**src/rtl/rx_frame_sequencer_pkg.sv**
```systemverilog
// Shared types and default constants for the BPSK receive frame sequencer.
// The sync constants live beside the packet size so both ends agree on framing.
package rx_frame_sequencer_pkg;

    typedef enum logic [0:0] {
        HUNT    = 1'b0,
        COLLECT = 1'b1
    } state_t;

    localparam int          DEF_PACKET_SIZE = 8;
    localparam int          DEF_SYNC_WIDTH  = 8;
    localparam logic [7:0]  DEF_SYNC_WORD   = 8'hA5;
    localparam int          DEF_FRAME_PKTS  = 2;
    localparam int          DEF_GAP_TIMEOUT = 64;

endpackage

```
**src/rtl/rx_frame_sequencer_sync_correlator.sv**
```systemverilog
// Sync word correlator: shifts demodulated bits in LSB-first and flags when the
// post-shift window equals the sync pattern (first-received bit ends up in the MSB).
module sync_correlator
    import rx_frame_sequencer_pkg::*;
#(
    parameter int                    SYNC_WIDTH = DEF_SYNC_WIDTH,
    parameter logic [SYNC_WIDTH-1:0] SYNC_WORD  = DEF_SYNC_WORD
) (
    input  logic clk,
    input  logic rst_n,
    input  logic clr,
    input  logic bit_valid,
    input  logic bit_data,
    output logic match
);

    // Only the newest SYNC_WIDTH-1 bits need storing; the incoming bit completes the window.
    logic [SYNC_WIDTH-2:0] history_r;
    logic [SYNC_WIDTH-1:0] window_s;

    assign window_s = {history_r, bit_data};
    assign match    = bit_valid & ~clr & (window_s == SYNC_WORD);

    // History register: cleared while locked or disabled so a new lock needs fresh bits.
    always_ff @(posedge clk or negedge rst_n) begin
        if (!rst_n) begin
            history_r <= '0;
        end else if (clr) begin
            history_r <= '0;
        end else if (bit_valid) begin
            history_r <= window_s[SYNC_WIDTH-2:0];
        end else begin
            history_r <= history_r;
        end
    end

endmodule

```
**src/rtl/rx_frame_sequencer.sv**
```systemverilog
// Receive frame sequencer: hunts for the sync word, assembles FRAME_PKTS packets
// per lock and hands them downstream on valid/ready, flagging gap timeouts and overruns.
module rx_frame_sequencer
    import rx_frame_sequencer_pkg::*;
#(
    parameter int                    PACKET_SIZE = DEF_PACKET_SIZE,
    parameter int                    SYNC_WIDTH  = DEF_SYNC_WIDTH,
    parameter logic [SYNC_WIDTH-1:0] SYNC_WORD   = DEF_SYNC_WORD,
    parameter int                    FRAME_PKTS  = DEF_FRAME_PKTS,
    parameter int                    GAP_TIMEOUT = DEF_GAP_TIMEOUT
) (
    input  logic                   clk,
    input  logic                   rst_n,
    input  logic                   enable,
    input  logic                   bit_valid,
    input  logic                   bit_data,
    output logic [PACKET_SIZE-1:0] pkt_data,
    output logic                   pkt_valid,
    input  logic                   pkt_ready,
    output logic                   sync_lock,
    output logic                   timeout_err,
    output logic                   overrun_err,
    output logic [7:0]             frame_count
);

    localparam int BW = $clog2(PACKET_SIZE + 1);
    localparam int PW = $clog2(FRAME_PKTS + 1);
    localparam int GW = $clog2(GAP_TIMEOUT + 1);

    state_t                 state_r, state_nxt_s;
    logic [BW-1:0]          bit_cnt_r, bit_cnt_nxt_s;
    logic [PW-1:0]          pkt_cnt_r, pkt_cnt_nxt_s;
    logic [GW-1:0]          gap_cnt_r, gap_cnt_nxt_s;
    logic [PACKET_SIZE-2:0] pkt_sr_r, pkt_sr_nxt_s;
    logic [PACKET_SIZE-1:0] packet_s;
    logic                   match_s;
    logic                   corr_clr_s;
    logic                   transfer_s;
    logic                   load_s;
    logic                   timeout_s;
    logic                   overrun_s;
    logic                   frame_inc_s;

    logic [PACKET_SIZE-1:0] pkt_data_r;
    logic                   pkt_valid_r;
    logic                   sync_lock_r;
    logic                   timeout_err_r;
    logic                   overrun_err_r;
    logic [7:0]             frame_count_r;

    assign corr_clr_s = (state_r == COLLECT) | ~enable;
    assign packet_s   = {pkt_sr_r, bit_data};
    assign transfer_s = pkt_valid_r & pkt_ready;

    sync_correlator #(
        .SYNC_WIDTH (SYNC_WIDTH),
        .SYNC_WORD  (SYNC_WORD)
    ) u_sync_correlator (
        .clk       (clk),
        .rst_n     (rst_n),
        .clr       (corr_clr_s),
        .bit_valid (bit_valid),
        .bit_data  (bit_data),
        .match     (match_s)
    );

    // Next-state, counter and event decode for the HUNT/COLLECT sequencer.
    always_comb begin
        state_nxt_s   = state_r;
        bit_cnt_nxt_s = bit_cnt_r;
        pkt_cnt_nxt_s = pkt_cnt_r;
        gap_cnt_nxt_s = gap_cnt_r;
        pkt_sr_nxt_s  = pkt_sr_r;
        load_s        = 1'b0;
        timeout_s     = 1'b0;
        overrun_s     = 1'b0;
        frame_inc_s   = 1'b0;

        case (state_r)
            HUNT: begin
                bit_cnt_nxt_s = '0;
                pkt_cnt_nxt_s = '0;
                gap_cnt_nxt_s = '0;
                pkt_sr_nxt_s  = '0;
                if (match_s) begin
                    state_nxt_s = COLLECT;
                end else begin
                    state_nxt_s = HUNT;
                end
            end
            COLLECT: begin
                if (!enable) begin
                    state_nxt_s   = HUNT;
                    bit_cnt_nxt_s = '0;
                    pkt_cnt_nxt_s = '0;
                    gap_cnt_nxt_s = '0;
                    pkt_sr_nxt_s  = '0;
                end else if (bit_valid) begin
                    gap_cnt_nxt_s = '0;
                    if (bit_cnt_r == BW'(PACKET_SIZE - 1)) begin
                        bit_cnt_nxt_s = '0;
                        pkt_sr_nxt_s  = '0;
                        if (!pkt_valid_r || transfer_s) begin
                            load_s = 1'b1;
                            if (pkt_cnt_r == PW'(FRAME_PKTS - 1)) begin
                                state_nxt_s   = HUNT;
                                pkt_cnt_nxt_s = '0;
                                frame_inc_s   = 1'b1;
                            end else begin
                                pkt_cnt_nxt_s = pkt_cnt_r + PW'(1);
                            end
                        end else begin
                            // Downstream still holds the previous packet: drop this one.
                            overrun_s     = 1'b1;
                            state_nxt_s   = HUNT;
                            pkt_cnt_nxt_s = '0;
                        end
                    end else begin
                        bit_cnt_nxt_s = bit_cnt_r + BW'(1);
                        pkt_sr_nxt_s  = packet_s[PACKET_SIZE-2:0];
                    end
                end else if (gap_cnt_r >= GW'(GAP_TIMEOUT)) begin
                    timeout_s     = 1'b1;
                    state_nxt_s   = HUNT;
                    bit_cnt_nxt_s = '0;
                    pkt_cnt_nxt_s = '0;
                    gap_cnt_nxt_s = '0;
                    pkt_sr_nxt_s  = '0;
                end else begin
                    gap_cnt_nxt_s = gap_cnt_r + GW'(1);
                end
            end
            default: begin
                state_nxt_s   = HUNT;
                bit_cnt_nxt_s = '0;
                pkt_cnt_nxt_s = '0;
                gap_cnt_nxt_s = '0;
                pkt_sr_nxt_s  = '0;
            end
        endcase
    end

    // Sequencer state and counter registers.
    always_ff @(posedge clk or negedge rst_n) begin
        if (!rst_n) begin
            state_r   <= HUNT;
            bit_cnt_r <= '0;
            pkt_cnt_r <= '0;
            gap_cnt_r <= '0;
            pkt_sr_r  <= '0;
        end else begin
            state_r   <= state_nxt_s;
            bit_cnt_r <= bit_cnt_nxt_s;
            pkt_cnt_r <= pkt_cnt_nxt_s;
            gap_cnt_r <= gap_cnt_nxt_s;
            pkt_sr_r  <= pkt_sr_nxt_s;
        end
    end

    // Output holding stage: a new packet may load in the same cycle the old one transfers.
    always_ff @(posedge clk or negedge rst_n) begin
        if (!rst_n) begin
            pkt_data_r  <= '0;
            pkt_valid_r <= 1'b0;
        end else if (load_s) begin
            pkt_data_r  <= packet_s;
            pkt_valid_r <= 1'b1;
        end else if (transfer_s) begin
            pkt_data_r  <= pkt_data_r;
            pkt_valid_r <= 1'b0;
        end else begin
            pkt_data_r  <= pkt_data_r;
            pkt_valid_r <= pkt_valid_r;
        end
    end

    // Status flags, error pulses and the delivered-frame counter.
    always_ff @(posedge clk or negedge rst_n) begin
        if (!rst_n) begin
            sync_lock_r   <= 1'b0;
            timeout_err_r <= 1'b0;
            overrun_err_r <= 1'b0;
            frame_count_r <= 8'd0;
        end else begin
            sync_lock_r   <= (state_nxt_s == COLLECT);
            timeout_err_r <= timeout_s;
            overrun_err_r <= overrun_s;
            if (frame_inc_s) begin
                frame_count_r <= frame_count_r + 8'd1;
            end else begin
                frame_count_r <= frame_count_r;
            end
        end
    end

    assign pkt_data    = pkt_data_r;
    assign pkt_valid   = pkt_valid_r;
    assign sync_lock   = sync_lock_r;
    assign timeout_err = timeout_err_r;
    assign overrun_err = overrun_err_r;
    assign frame_count = frame_count_r;

endmodule

```
**config.mk**
```make
export PLATFORM = sky130hd
export DESIGN_NAME = rx_frame_sequencer
export DESIGN_NICKNAME = d
export VERILOG_FILES = /design/src/rtl/rx_frame_sequencer_pkg.sv /design/src/rtl/rx_frame_sequencer_sync_correlator.sv /design/src/rtl/rx_frame_sequencer.sv
export SDC_FILE = /design/constraint.sdc
export NUM_CORES = 1
export LEC_CHECK = 0
export CAP_MARGIN = 0
export CORE_MARGIN = 2
export CORE_UTILIZATION = 58
export DETAILED_ROUTE_END_ITERATION = 8
export PLACE_DENSITY = 0.95
export SKIP_CTS_REPAIR_TIMING = 1
export SLEW_MARGIN = 10
export SYNTH_ARGS = -nofsm -noshare
export SYNTH_HDL_FRONTEND = slang
export SYNTH_SLANG_ARGS = --single-unit
```
**constraint.sdc**
```tcl
create_clock -name clk -period 3.2 [get_ports clk]
set_clock_uncertainty 0.15 [all_clocks]
set_input_delay 0.48 -clock clk [delete_from_list [all_inputs] [get_ports clk]]
set_output_delay 0.48 -clock clk [all_outputs]
set_load 0.005 [all_outputs]
```
==> flow_metrics.py <==
metrics = {
    "job": {
        "maxCapViolCount": 0,
    },
    "timing": {
        "setup_viol": 0,
        "timing.final.hold_violations": 0,
        "tightestPinTransition_ps": 982,
        "min_period_ps": 2060,
        "fmax_mhz": 486,
        "post-route-period-util": 0.643,
        "slew_headroom": 0.345,
        "rsz0062_at_grt": "false",
        "drv_slew": 0,
        "fin_tns_setup_ps": 0,
    },
    "clock_tree": {
        "cts_made_buffers": 5,
        "cts_tree": "done",
        "root_buffer": "clkbuf_4",
        "path_clk_slew_ps": 140,
        "clock-sinks": 47,
        "cts.htree.levels": 2,
        "clk_latency_ps": 370,
        "cts.path.max_buffers": 2,
    },
    "global_routing": {
        "track_usage": 0.223,
        "grt_antenna_before_repair": 0,
        "grt_max_degree": 48,
        "grt_pass1_wl_um": 6870,
        "grt_overflow": 0,
        "grt_pass1_vias": 1496,
    },
    "die": {
        "initial_core_util": 0.606,
        "core-area_um2": 3360,
        "dieArea_um2": 4000,
        "die_h_um": 63.3,
        "rows": 21,
        "ios": 26,
        "fp.dieW_um": 63.3,
    },
    "yosys": {
        "syn-instance-count": 168,
        "syn_area_per_cell_um2": 12.1,
        "netlist_area_um2": 2040,
        "synth.distinct_cells": 36,
        "ys_ff_latch": 47,
        "yosysSeqAreaShare": 0.577,
        "yosys_warnings": 0,
        "syn_nets": 178,
    },
    "placement": {
        "dpl_cell_area_um2": 2330,
        "dp.cells": 236,
        "numPortBuffers": 25,
        "place.gp.congestion": 0.886,
        "hpwl_um": 2820,
    },
    "cells_and_area": {
        "final_area_um2": 2380,
        "fin_cells": 243,
        "area_growth_pct": 16.8,
        "fillers": 261,
        "multi_input_area_um2": 831,
        "fin_nets": 207,
        "layout-drive-gt1-share": 0.127,
        "regArea_um2": 1180,
        "diodes": 0,
    },
    "power_and_ir_drop": {
        "netSwitchingFraction": 0.227,
        "p_int_w": 0.000687,
        "p_comb_frac": 0.033,
        "p_per_area_nw_per_um2": 373,
        "p_clk_frac": 0.296,
        "p_seq_frac": 0.671,
        "ir_drop_v": 0.000318,
        "p_sw_w": 0.000202,
        "leakagePower_nw": 1.11,
    },
    "drt": {
        "drt_iter0_drc": 73,
        "wl_um": 3950,
        "first_pass_iters": 4,
        "wire_per_inst_um": 16.3,
        "drc": 0,
        "viasPerCell": 5.77,
        "drt.antenna.violating_nets": 0,
        "vias": 1402,
    },
    "worst_setup_path": {
        "crit_arrival_ps": 2210,
        "cp_max_fo": 19,
        "cp.required_ps": 3350,
        "cp-start-kind": "input port",
        "critPathCaptureType": "register",
        "reg2reg_slack_ps": 1220,
        "crit_type": "in -> reg",
    },
    "min_path": {
        "hold_path_class": "in -> async",
    },
    "outcome": {
        "status": "finished, final reports clean",
    },
}
synth_stat cells, drive strengths merged:
cell type	number	share of area
or4b	1	0.0049
inv	3	0.0055
and4	1	0.0043
a31oi	1	0.0031
nor3b	2	0.0074
and4b	1	0.0068
clkbuf	2	0.0037
ha	4	0.025
xnor2	4	0.017
dfrtp	47	0.58
nand2	11	0.020
nor2	19	0.035
nand3	5	0.012
mux2i	6	0.029
or3	1	0.0031
nand2b	4	0.012
xor2	8	0.034
o211a	1	0.0049
and3	1	0.0031
nand4bb	1	0.0055
nand4b	2	0.016
buf	2	0.0061
nand4	3	0.017
nor3	9	0.028
a22o	7	0.030
o21ai	3	0.0074
and2b	1	0.0037
mux2	10	0.055
a21oi	5	0.012
and2	1	0.0037
a22oi	1	0.0037
nor2b	1	0.0031
per-stage QoR:
step                hold WS [ps]  total power [W]  utilization  worst slack, ps
floorplan                   34.4         0.000618            -             1440
global placement             306         0.000636        0.692              845
detailed placement           316         0.000638        0.692              793
CTS                          144         0.000895        0.708             1150
global route                 173         0.000923        0.708             1060
finish                       106         0.000888        0.708             1140
cells in the final DEF, fill, tap and decap left out, types with 2 or more instances in the layout:
master	n
nand2_1	11
xnor2_1	4
nand2b_1	4
nor3_1	8
a22o_1	7
mux2_2	10
mux2i_1	6
nor3b_1	2
clkbuf_4	5
nand4_1	2
xor2_1	8
o21ai_0	3
dfrtp_1	47
ha_1	4
nand3_1	5
clkdlybuf4s50_1	24
inv_1	3
nor2_1	19
a21oi_1	5
cell families after synthesis:
group,synth area share
xor+xnor,0.0516
buf+inv,0.0153
fa+ha+maj,0.0246
mux,0.0847
compound gates,0.0614
simple gates,0.185
flops,0.577
final timing paths:
path                            cells after the start      startpoint                              to
worst max-delay path                                6       bit_valid                  frame_count[3]
worst min-delay path                                1           rst_n                    gap_cnt_r[2]
worst max register to register                      4    bit_cnt_r[1]                     pkt_data[1]
worst min register to register                      1  frame_count[7]                  frame_count[7]
max in group asynchronous                           1           rst_n  u_sync_correlator.history_r[0]
min in group clk                                    1  frame_count[7]                  frame_count[7]
state kept, by name, indices dropped and copies added, names as in the netlist:
register                     count
frame_count                      8
pkt_data                         8
gap_cnt_r                        7
pkt_sr_r                         7
u_sync_correlator.history_r      7
bit_cnt_r                        4
pkt_cnt_r                        2
overrun_err                      1
pkt_valid                        1
sync_lock                        1
timeout_err                      1
metal layers:
metal | track usage | vias up | wire length (µm)
li1 | - | 648 | -
met1 | 0.259 | 700 | 1610
met2 | 0.382 | 42 | 2080
met3 | 0.0607 | 12 | 151
met4 | 0.109 | 0 | 110
met5 | 0 | - | 0
cell type report:
cell class	count	area share
Sequential cell	47	0.494
Multi-Input combinational cell	114	0.349
Timing Repair Buffer	26	0.106
Tap cell	46	0.0242
Clock buffer	5	0.0158
Clock inverter	2	0.00578
Inverter	3	0.00473
power by group through the flow:
stage,clock [W],sequential (W),combinational [W]
floorplan,0,0.000608,0.0000108
global placement,0,0.000608,0.0000284
detailed placement,0,0.000608,0.0000300
CTS,0.000269,0.000596,0.0000298
global route,0.000294,0.000597,0.0000329
finish,0.000263,0.000596,0.0000290
critical path: stages:
cell and delay (ps):
clkdlybuf4s50_1 530, buf_4 270, and4b_4 320, nand4_4 150, nor3_1 260, xor2_1 190
Power figures use the tool's default switching activity.
